<file path="src/rtl/toggle_stim_pkg.sv">
// Shared types and default widths for the toggle stimulus generator.
package toggle_stim_pkg;

  typedef enum logic [1:0] {
    IDLE = 2'd0,
    RUN  = 2'd1,
    DONE = 2'd2
  } state_e;

  localparam int CNT_W_DEF = 8;
  localparam int LEN_W_DEF = 16;

endpackage

</file>
<file path="src/rtl/toggle_stim_gen_chan.sv">
// One square-wave channel: toggles its line every half cycles while enabled.
module toggle_chan #(
  parameter int CNT_W = 8
) (
  input  logic             clk,
  input  logic             rstn,
  input  logic [CNT_W-1:0] half,
  input  logic             clear,
  input  logic             en,
  output logic             out
);

  logic [CNT_W-1:0] r_cnt;
  logic             r_out;
  logic             w_wrap;

  assign w_wrap = (r_cnt == half - CNT_W'(1));
  assign out    = r_out;

  always_ff @(posedge clk or negedge rstn) begin
    if (!rstn) begin
      r_cnt <= '0;
      r_out <= 1'b0;
    end else if (clear) begin
      r_cnt <= '0;
      r_out <= 1'b0;
    end else if (en) begin
      if (w_wrap) begin
        r_cnt <= '0;
        r_out <= ~r_out;
      end else begin
        r_cnt <= r_cnt + CNT_W'(1);
      end
    end
  end

endmodule

</file>
<file path="src/rtl/toggle_stim_gen.sv">
// Config-loaded dual square-wave source with run length, stop and done pulse.
module toggle_stim_gen
  import toggle_stim_pkg::*;
#(
  parameter int CNT_W = CNT_W_DEF,
  parameter int LEN_W = LEN_W_DEF
) (
  input  logic             clk,
  input  logic             rstn,
  input  logic             cfg_valid,
  output logic             cfg_ready,
  input  logic [CNT_W-1:0] cfg_half0,
  input  logic [CNT_W-1:0] cfg_half1,
  input  logic [LEN_W-1:0] cfg_len,
  input  logic             stop,
  output logic             in0,
  output logic             in1,
  output logic             busy,
  output logic             done
);

  state_e           r_state;
  state_e           w_state_nxt;
  logic [CNT_W-1:0] r_half0;
  logic [CNT_W-1:0] r_half1;
  logic [LEN_W-1:0] r_len;
  logic [LEN_W-1:0] r_run_cnt;
  logic             r_cfg_ready;
  logic             r_busy;
  logic             r_done;
  logic             w_accept;
  logic             w_len_hit;
  logic             w_end;
  logic             w_clear;
  logic             w_en;

  assign w_accept  = r_cfg_ready && cfg_valid;
  assign w_len_hit = (r_len != '0) &&
                     (r_run_cnt == r_len - LEN_W'(1));
  assign w_end     = (r_state == RUN) && (stop || w_len_hit);
  // Ending edge clears the lines, suppressing any toggle due then.
  assign w_clear   = w_accept || w_end;
  assign w_en      = (r_state == RUN) && !w_end;

  assign cfg_ready = r_cfg_ready;
  assign busy      = r_busy;
  assign done      = r_done;

  always_comb begin
    w_state_nxt = r_state;
    unique case (r_state)
      IDLE:    if (w_accept) w_state_nxt = RUN;
      RUN:     if (w_end)    w_state_nxt = DONE;
      DONE:    w_state_nxt = IDLE;
      default: w_state_nxt = IDLE;
    endcase
  end

  always_ff @(posedge clk or negedge rstn) begin
    if (!rstn) begin
      r_state     <= IDLE;
      r_cfg_ready <= 1'b1;
      r_busy      <= 1'b0;
      r_done      <= 1'b0;
    end else begin
      r_state     <= w_state_nxt;
      r_cfg_ready <= (w_state_nxt == IDLE);
      r_busy      <= (w_state_nxt == RUN);
      r_done      <= (w_state_nxt == DONE);
    end
  end

  always_ff @(posedge clk or negedge rstn) begin
    if (!rstn) begin
      r_half0   <= '0;
      r_half1   <= '0;
      r_len     <= '0;
      r_run_cnt <= '0;
    end else if (w_accept) begin
      r_half0   <= (cfg_half0 == '0) ? CNT_W'(1) : cfg_half0;
      r_half1   <= (cfg_half1 == '0) ? CNT_W'(1) : cfg_half1;
      r_len     <= cfg_len;
      r_run_cnt <= '0;
    end else if (r_state == RUN && r_run_cnt != '1) begin
      r_run_cnt <= r_run_cnt + LEN_W'(1);
    end
  end

  toggle_chan #(.CNT_W(CNT_W)) u_chan0 (
    .clk   (clk),
    .rstn  (rstn),
    .half  (r_half0),
    .clear (w_clear),
    .en    (w_en),
    .out   (in0)
  );

  toggle_chan #(.CNT_W(CNT_W)) u_chan1 (
    .clk   (clk),
    .rstn  (rstn),
    .half  (r_half1),
    .clear (w_clear),
    .en    (w_en),
    .out   (in1)
  );

endmodule
</file>
<file path="config.mk">
export PLATFORM = sky130hd
export DESIGN_NAME = toggle_stim_gen
export DESIGN_NICKNAME = d
export VERILOG_FILES = /design/src/rtl/toggle_stim_pkg.sv /design/src/rtl/toggle_stim_gen_chan.sv /design/src/rtl/toggle_stim_gen.sv
export SDC_FILE = /design/constraint.sdc
export NUM_CORES = 1
export LEC_CHECK = 0
export CORE_ASPECT_RATIO = 2
export CORE_UTILIZATION = 58
export DETAILED_ROUTE_END_ITERATION = 7
export PLACE_DENSITY = 0.81
export SLEW_MARGIN = 5
export SYNTH_ARGS = -nofsm -noshare
export SYNTH_HDL_FRONTEND = slang
export SYNTH_SLANG_ARGS = --single-unit
</file>
<file path="constraint.sdc">
create_clock -name clk -period 3.7 [get_ports clk]
set_input_delay 0.74 -clock clk [delete_from_list [all_inputs] [get_ports clk]]
set_output_delay 0.74 -clock clk [all_outputs]
set_load 0.02 [all_outputs]
</file>
# [Yosys cells after proc, flatten, opt, wreduce, memory -nomap -nowiden]
# Index checks and enable logic that the tools add are counted.
# W data, S select, Z words.
[classes] n_addsub=6 eq_ne=7 n_mux=19 bitwise_logic=2 n_reduce_logical=19
[op_table] cell="$mux W8" n=8
[op_table] cell="$mux W16" n=2
[op_table] cell="$add A16 B1 Y16 const B" n=1
[op_table] cell="$add A8 B1 Y8 const B" n=2
[op_table] cell="$eq A16 B16 Y1" n=1
[op_table] cell="$eq A8 B8 Y1" n=2
[op_table] cell="$logic_not A8 Y1" n=2
[op_table] cell="$ne A16 B16 Y1 const B" n=1
[op_table] cell="$reduce_bool A16 Y1" n=1
[op_table] cell="$sub A16 B1 Y16 const B" n=1
[op_table] cell="$sub A8 B1 Y8 const B" n=2
[op_table] cell="$reduce_bool A2 Y1" n=4
[op_table] cell="$mux W1" n=6
[op_table] cell="$logic_and A1 B1 Y1" n=5
[op_table] cell="$eq A2 B1 Y1 const B" n=2
[op_table] cell="$logic_not A2 Y1" n=2
[op_table] cell="$mux W2" n=2
[op_table] cell="$pmux W2 S2" n=1
[op_table] cell="$reduce_and A2 Y1" n=2
[op_table] cell="$eq A2 B2 Y1 const B" n=1
[op_table] cell="$logic_or A1 B1 Y1" n=2
[op_table] cell="$not A1 Y1" n=2
[op_table] cell="$logic_not A1 Y1" n=1
[totals] reg_bits=71 input_bits=36 output_inout_bits=5 wordCells=65

# [Longest topological paths before layout]
[depth] word_depth=9 depth_mapped=10 ltp_nobuf=9

# [Cells and area by module]
# From an unflattened synthesis, not the netlist that was laid out.
[hier_totals] hier_cells=492 area_unflattened_um2=4312.9
[modules_own_cells] module="toggle_stim_gen" instances=1 cells_each=312 area_per_inst_um2=2716.4
[modules_own_cells] module="toggle_chan" instances=2 cells_each=90 area_per_inst_um2=798.3

# [Least setup slack after synthesis]
# OpenSTA, ideal clock, no wires.
[synth_timing] path_kind="flip-flop to flip-flop" startpoint="register r_len[3]" endpoint="register u_chan0.r_cnt[2]" arrival_time_ns=2.439 required_ns=3.559 setup_slack_ns=1.120 path_stages_with_launch=10 n_path_buf=2 path_cell_list="dfrtp_1 -> buf_6 -> or4_1 -> buf_2 -> nor4_2 -> a31oi_1 -> a2111oi_1 -> nand4_2 -> o211ai_4 -> a211oi_1"
[synth_between] elab_chain_len=8
[synth_rtl] item="start: declaration" line="toggle_stim_gen.sv:26" source="logic [LEN_W-1:0] r_len;"
[synth_rtl] item="start signal: assignment" line="toggle_stim_gen.sv:82" source="r_len <= cfg_len;"
[synth_rtl] item="$sub A16 B1 Y16" line="toggle_stim_gen.sv:39" source="(r_run_cnt == r_len - LEN_W'(1));"
[synth_rtl] item="$eq A16 B16 Y1" line="toggle_stim_gen.sv:39"
[synth_rtl] item="$logic_and A1 B1 Y1 *" line="toggle_stim_gen.sv:38" source="assign w_len_hit = (r_len != '0) &&"
[synth_rtl] item="$logic_or A1 B1 Y1 *" line="toggle_stim_gen.sv:40" source="assign w_end = (r_state == RUN) && (stop || w_len_hit);"
[synth_rtl] item="$logic_and A1 B1 Y1 *" line="toggle_stim_gen.sv:40"
[synth_rtl] item="$logic_not A1 Y1" line="toggle_stim_gen.sv:43" source="assign w_en = (r_state == RUN) && !w_end;"
[synth_rtl] item="$logic_and A1 B1 Y1" line="toggle_stim_gen.sv:43"
[synth_rtl] item="$reduce_bool A2 Y1 (no line)"
[synth_rtl] item="end signal: assignment" line="toggle_stim_gen_chan.sv:32" source="r_cnt <= r_cnt + CNT_W'(1);"
[synth_rtl] item="end: declaration" line="toggle_stim_gen_chan.sv:13" source="logic [CNT_W-1:0] r_cnt;"
# Every way passes the cells marked *; elsewhere a longest branch is shown, timed or not.
# A chain may end at the register's enable or synchronous reset.

# [Final worst setup path]
[layout_timing] startpoint="register r_len[3]" endpoint="register u_chan0.r_cnt[3]"
# The elaborated chain is that of the path after synthesis.

==> out/results.txt <==
Worst EP required -> 3900 ps
clock transition at the registers of the reported paths -> 50 ps
DRC errors left -> 0
cell depth of the worst setup path -> 7
crit-path max FO -> 8
Slew Viols, Final -> 0
r2r setup slk -> 800 ps
synth-to-layout area growth -> 17.6%
maximum clock frequency -> 345 MHz
Worst slew margin -> 34.1%
Crit path max-delay family -> simple AND/OR/NAND/NOR gates
DIE HEIGHT -> 123 um
unrepaired setup endpoints after global routing -> false
DRT Wirelength -> 10.4 mm
Leak Pwr -> 0.00210 uW
WHS -> 473 ps
synthesized net count -> 528
CP Launch Type -> flop
GR Overflow Total -> 0
Final setup viols -> 0
CP startpoint -> r_len[3]$_DFFE_PN0P_
initial antenna violation count -> 0
Pre-antenna DRT Iters -> 4
Initial Util -> 60.6%
top cells by count, synth -> nand2_1 (115), dfrtp_1 (70), xnor2_1 (37)
Hold Vio Cnt, Final -> 0
Post-synth EDFFs -> 0
Worst VDD drop -> 0.544 mV
top-area cell type share of the netlist area -> 41.3%
core region area -> 6990 um^2
fraction of layout cells with a size suffix above 1 -> 5.92%
vias per cell -> 5.95
first-pass GRT wire length -> 16.9 mm
TNS Setup -> 0 ps
# nets final -> 562
Max-Cap Viols -> 0
top-count cell post-synth -> nand2_1
Final period util -> 78.3%
number of diodes -> 0
num ports -> 41
mapped cell area -> 4240 um^2
Yosys warning total -> 0
Crit path largest cell delay -> 730 ps
Avg WL per Cell -> 16.9 um
clock latency at the later pin of the worst-skew pair -> 330 ps
Clock Sinks -> 71
CTS tree -> built
syn_area_per_cell -> 8.72 um^2
Routability Congestion -> 0.976
Worst Tran Pin Value -> 976 ps
Critical Path Slowest Stage Cell -> or4_1
Die Footprint -> 7670 um^2
Port Buffers -> 40
vias in the first global route -> 3,705
worst setup path end -> u_chan0.r_cnt[3]$_DFFE_PN0P_
#FFs+latches synth -> 71
worst hold path type -> input port to asynchronous set/reset pin
Tot GR Track Use -> 29.4%
Synth cell types -> 58
Critical path buffers and inverters -> 0
Cell Pwr Density -> 716 nW/um^2
CP arrival -> 3090 ps
outcome -> complete, no violations
Tmin final -> 2900 ps
Syn Inst Count -> 486
CP Cell Sequence -> or4_1 -> nor4_2 -> a31oi_1 -> a2111oi_1 -> nand4_2 -> o211ai_4 -> a211oi_1
Setup Buffers After CTS -> 0
R2R cell count -> 7
H-tree Lvls -> 3
top area cells in the synthesized netlist -> dfrtp_1 (41%), nand2_1 (10%), xnor2_1 (7.6%), xor2_1 (5.4%), nor2_1 (2.9%)
CTS root buf -> clkbuf_16
Clock Path Buffers -> 2
top_reg_cell synth -> dfrtp_1
Async S/R FF share, synth -> 100%
largest net degree at the start of global routing -> 42
worst r2r dst -> u_chan0.r_cnt[3]$_DFFE_PN0P_
Worst Path Class, Setup -> flop to flop
HPWL after detailed placement -> 7.71 mm
Die Width -> 62.4 um
post-synthesis sequential area ratio -> 42.0%
RR Startpoint -> r_len[3]$_DFFE_PN0P_
antenna viol nets, final -> 0
total CTS buffers -> 9
Initial DRC Count -> 193
Hold-fix buffers, CTS -> 0
PostCTS Resize Cnt -> 0
number of core rows -> 43
Vias -> 3,652
Worst Setup End Kind -> flop
Final Util -> 71.2%
Layout Skew -> 3.22 ps
cell taking the most area after synthesis -> dfrtp_1
-- stage by stage --
stage               std cells  power (uW)  setup slack [ps]  instance area [um^2]
floorplan                 486        2350              1120                  4240
global route              614        3800               633                  4980
CTS                       614        3570               791                  4980
global placement          599        2690               858                  4700
finish                    614        3560               801                  4980
detailed placement        599        2760               813                  4700
-- final cells by class --
cell class	instances	area, um^2
Fill cell	546	2010
Timing Repair Buffer	45	445
Tap cell	90	113
Sequential cell	71	1780
Clock buffer	15	278
Inverter	12	45.0
Multi-Input combinational cell	381	2320
-- metal layers --
metal	global-route usage, %	vias up	wire length [um]
met5	0	-	0
met4	22.4	0	590
met3	5.67	38	253
met2	55.6	78	5900
met1	27.0	1781	3620
li1	-	1755	-
-- layout by cell type (no fill, tap or decap), types with 4 or more instances in the layout --
cell / n
nand2_1: 115
dfrtp_1: 70
clkdlybuf4s50_1: 39
xnor2_1: 37
nor2_1: 33
xor2_1: 26
a211oi_1: 16
o21ai_0: 15
nand3_1: 13
inv_1: 12
a21oi_1: 12
nor4_1: 11
nand4_1: 10
nor3_1: 10
clkbuf_16: 9
or3_1: 7
nand2b_1: 6
ha_1: 6
o31ai_1: 5
or4_1: 4
o2111ai_1: 4
nor2b_1: 4
buf_4: 4
-- worst min-delay path by stage --
stage / cells past startpoint / from / endpoint / slack [ps]
global route: 1 / r_state[0]$_DFF_PN0_ / cfg_ready$_DFF_PN1_ / 530
global placement: 2 / r_half0[7]$_DFFE_PN0P_ / r_half0[7]$_DFFE_PN0P_ / 480
CTS: 1 / rstn / u_chan1.r_cnt[2]$_DFFE_PN0P_ / 490
floorplan: 0 / rstn / busy$_DFF_PN0_ / 440
detailed placement: 1 / r_state[1]$_DFF_PN0_ / r_state[0]$_DFF_PN0_ / 490
finish: 1 / rstn / r_run_cnt[7]$_DFFE_PN0P_ / 470
-- state kept, by name (all words and copies together), names as in the netlist --
register	flops
busy	1
cfg_ready	1
r_state	2
r_half1	8
u_chan1.out	1
r_len	16
r_half0	8
r_run_cnt	16
u_chan0.out	1
u_chan1.r_cnt	8
u_chan0.r_cnt	8
done	1
-- worst register-to-register path, cell delays in order, from the launching register on --
cell and delay, ps:
dfrtp_1 440, or4_1 730, nor4_2 320, a31oi_1 70
a2111oi_1 380, nand4_2 320, o211ai_4 370, a211oi_1 140
-- power by group --
group	total, uW	switching (uW)	internal, uW
combinational	1400	791	613
sequential	1360	351	1010
clock	804	299	505
-- cells by family after synthesis --
group	synth area share, %
and+or+nand+nor	25.9
adders and majority gates	1.77
AOI/OAI and AO/OA	13.3
buffers and inverters	3.25
DFF	42.0
xor gates and xnor gates	13.0
muxes	0.709
(Power assumes the default switching activity.)
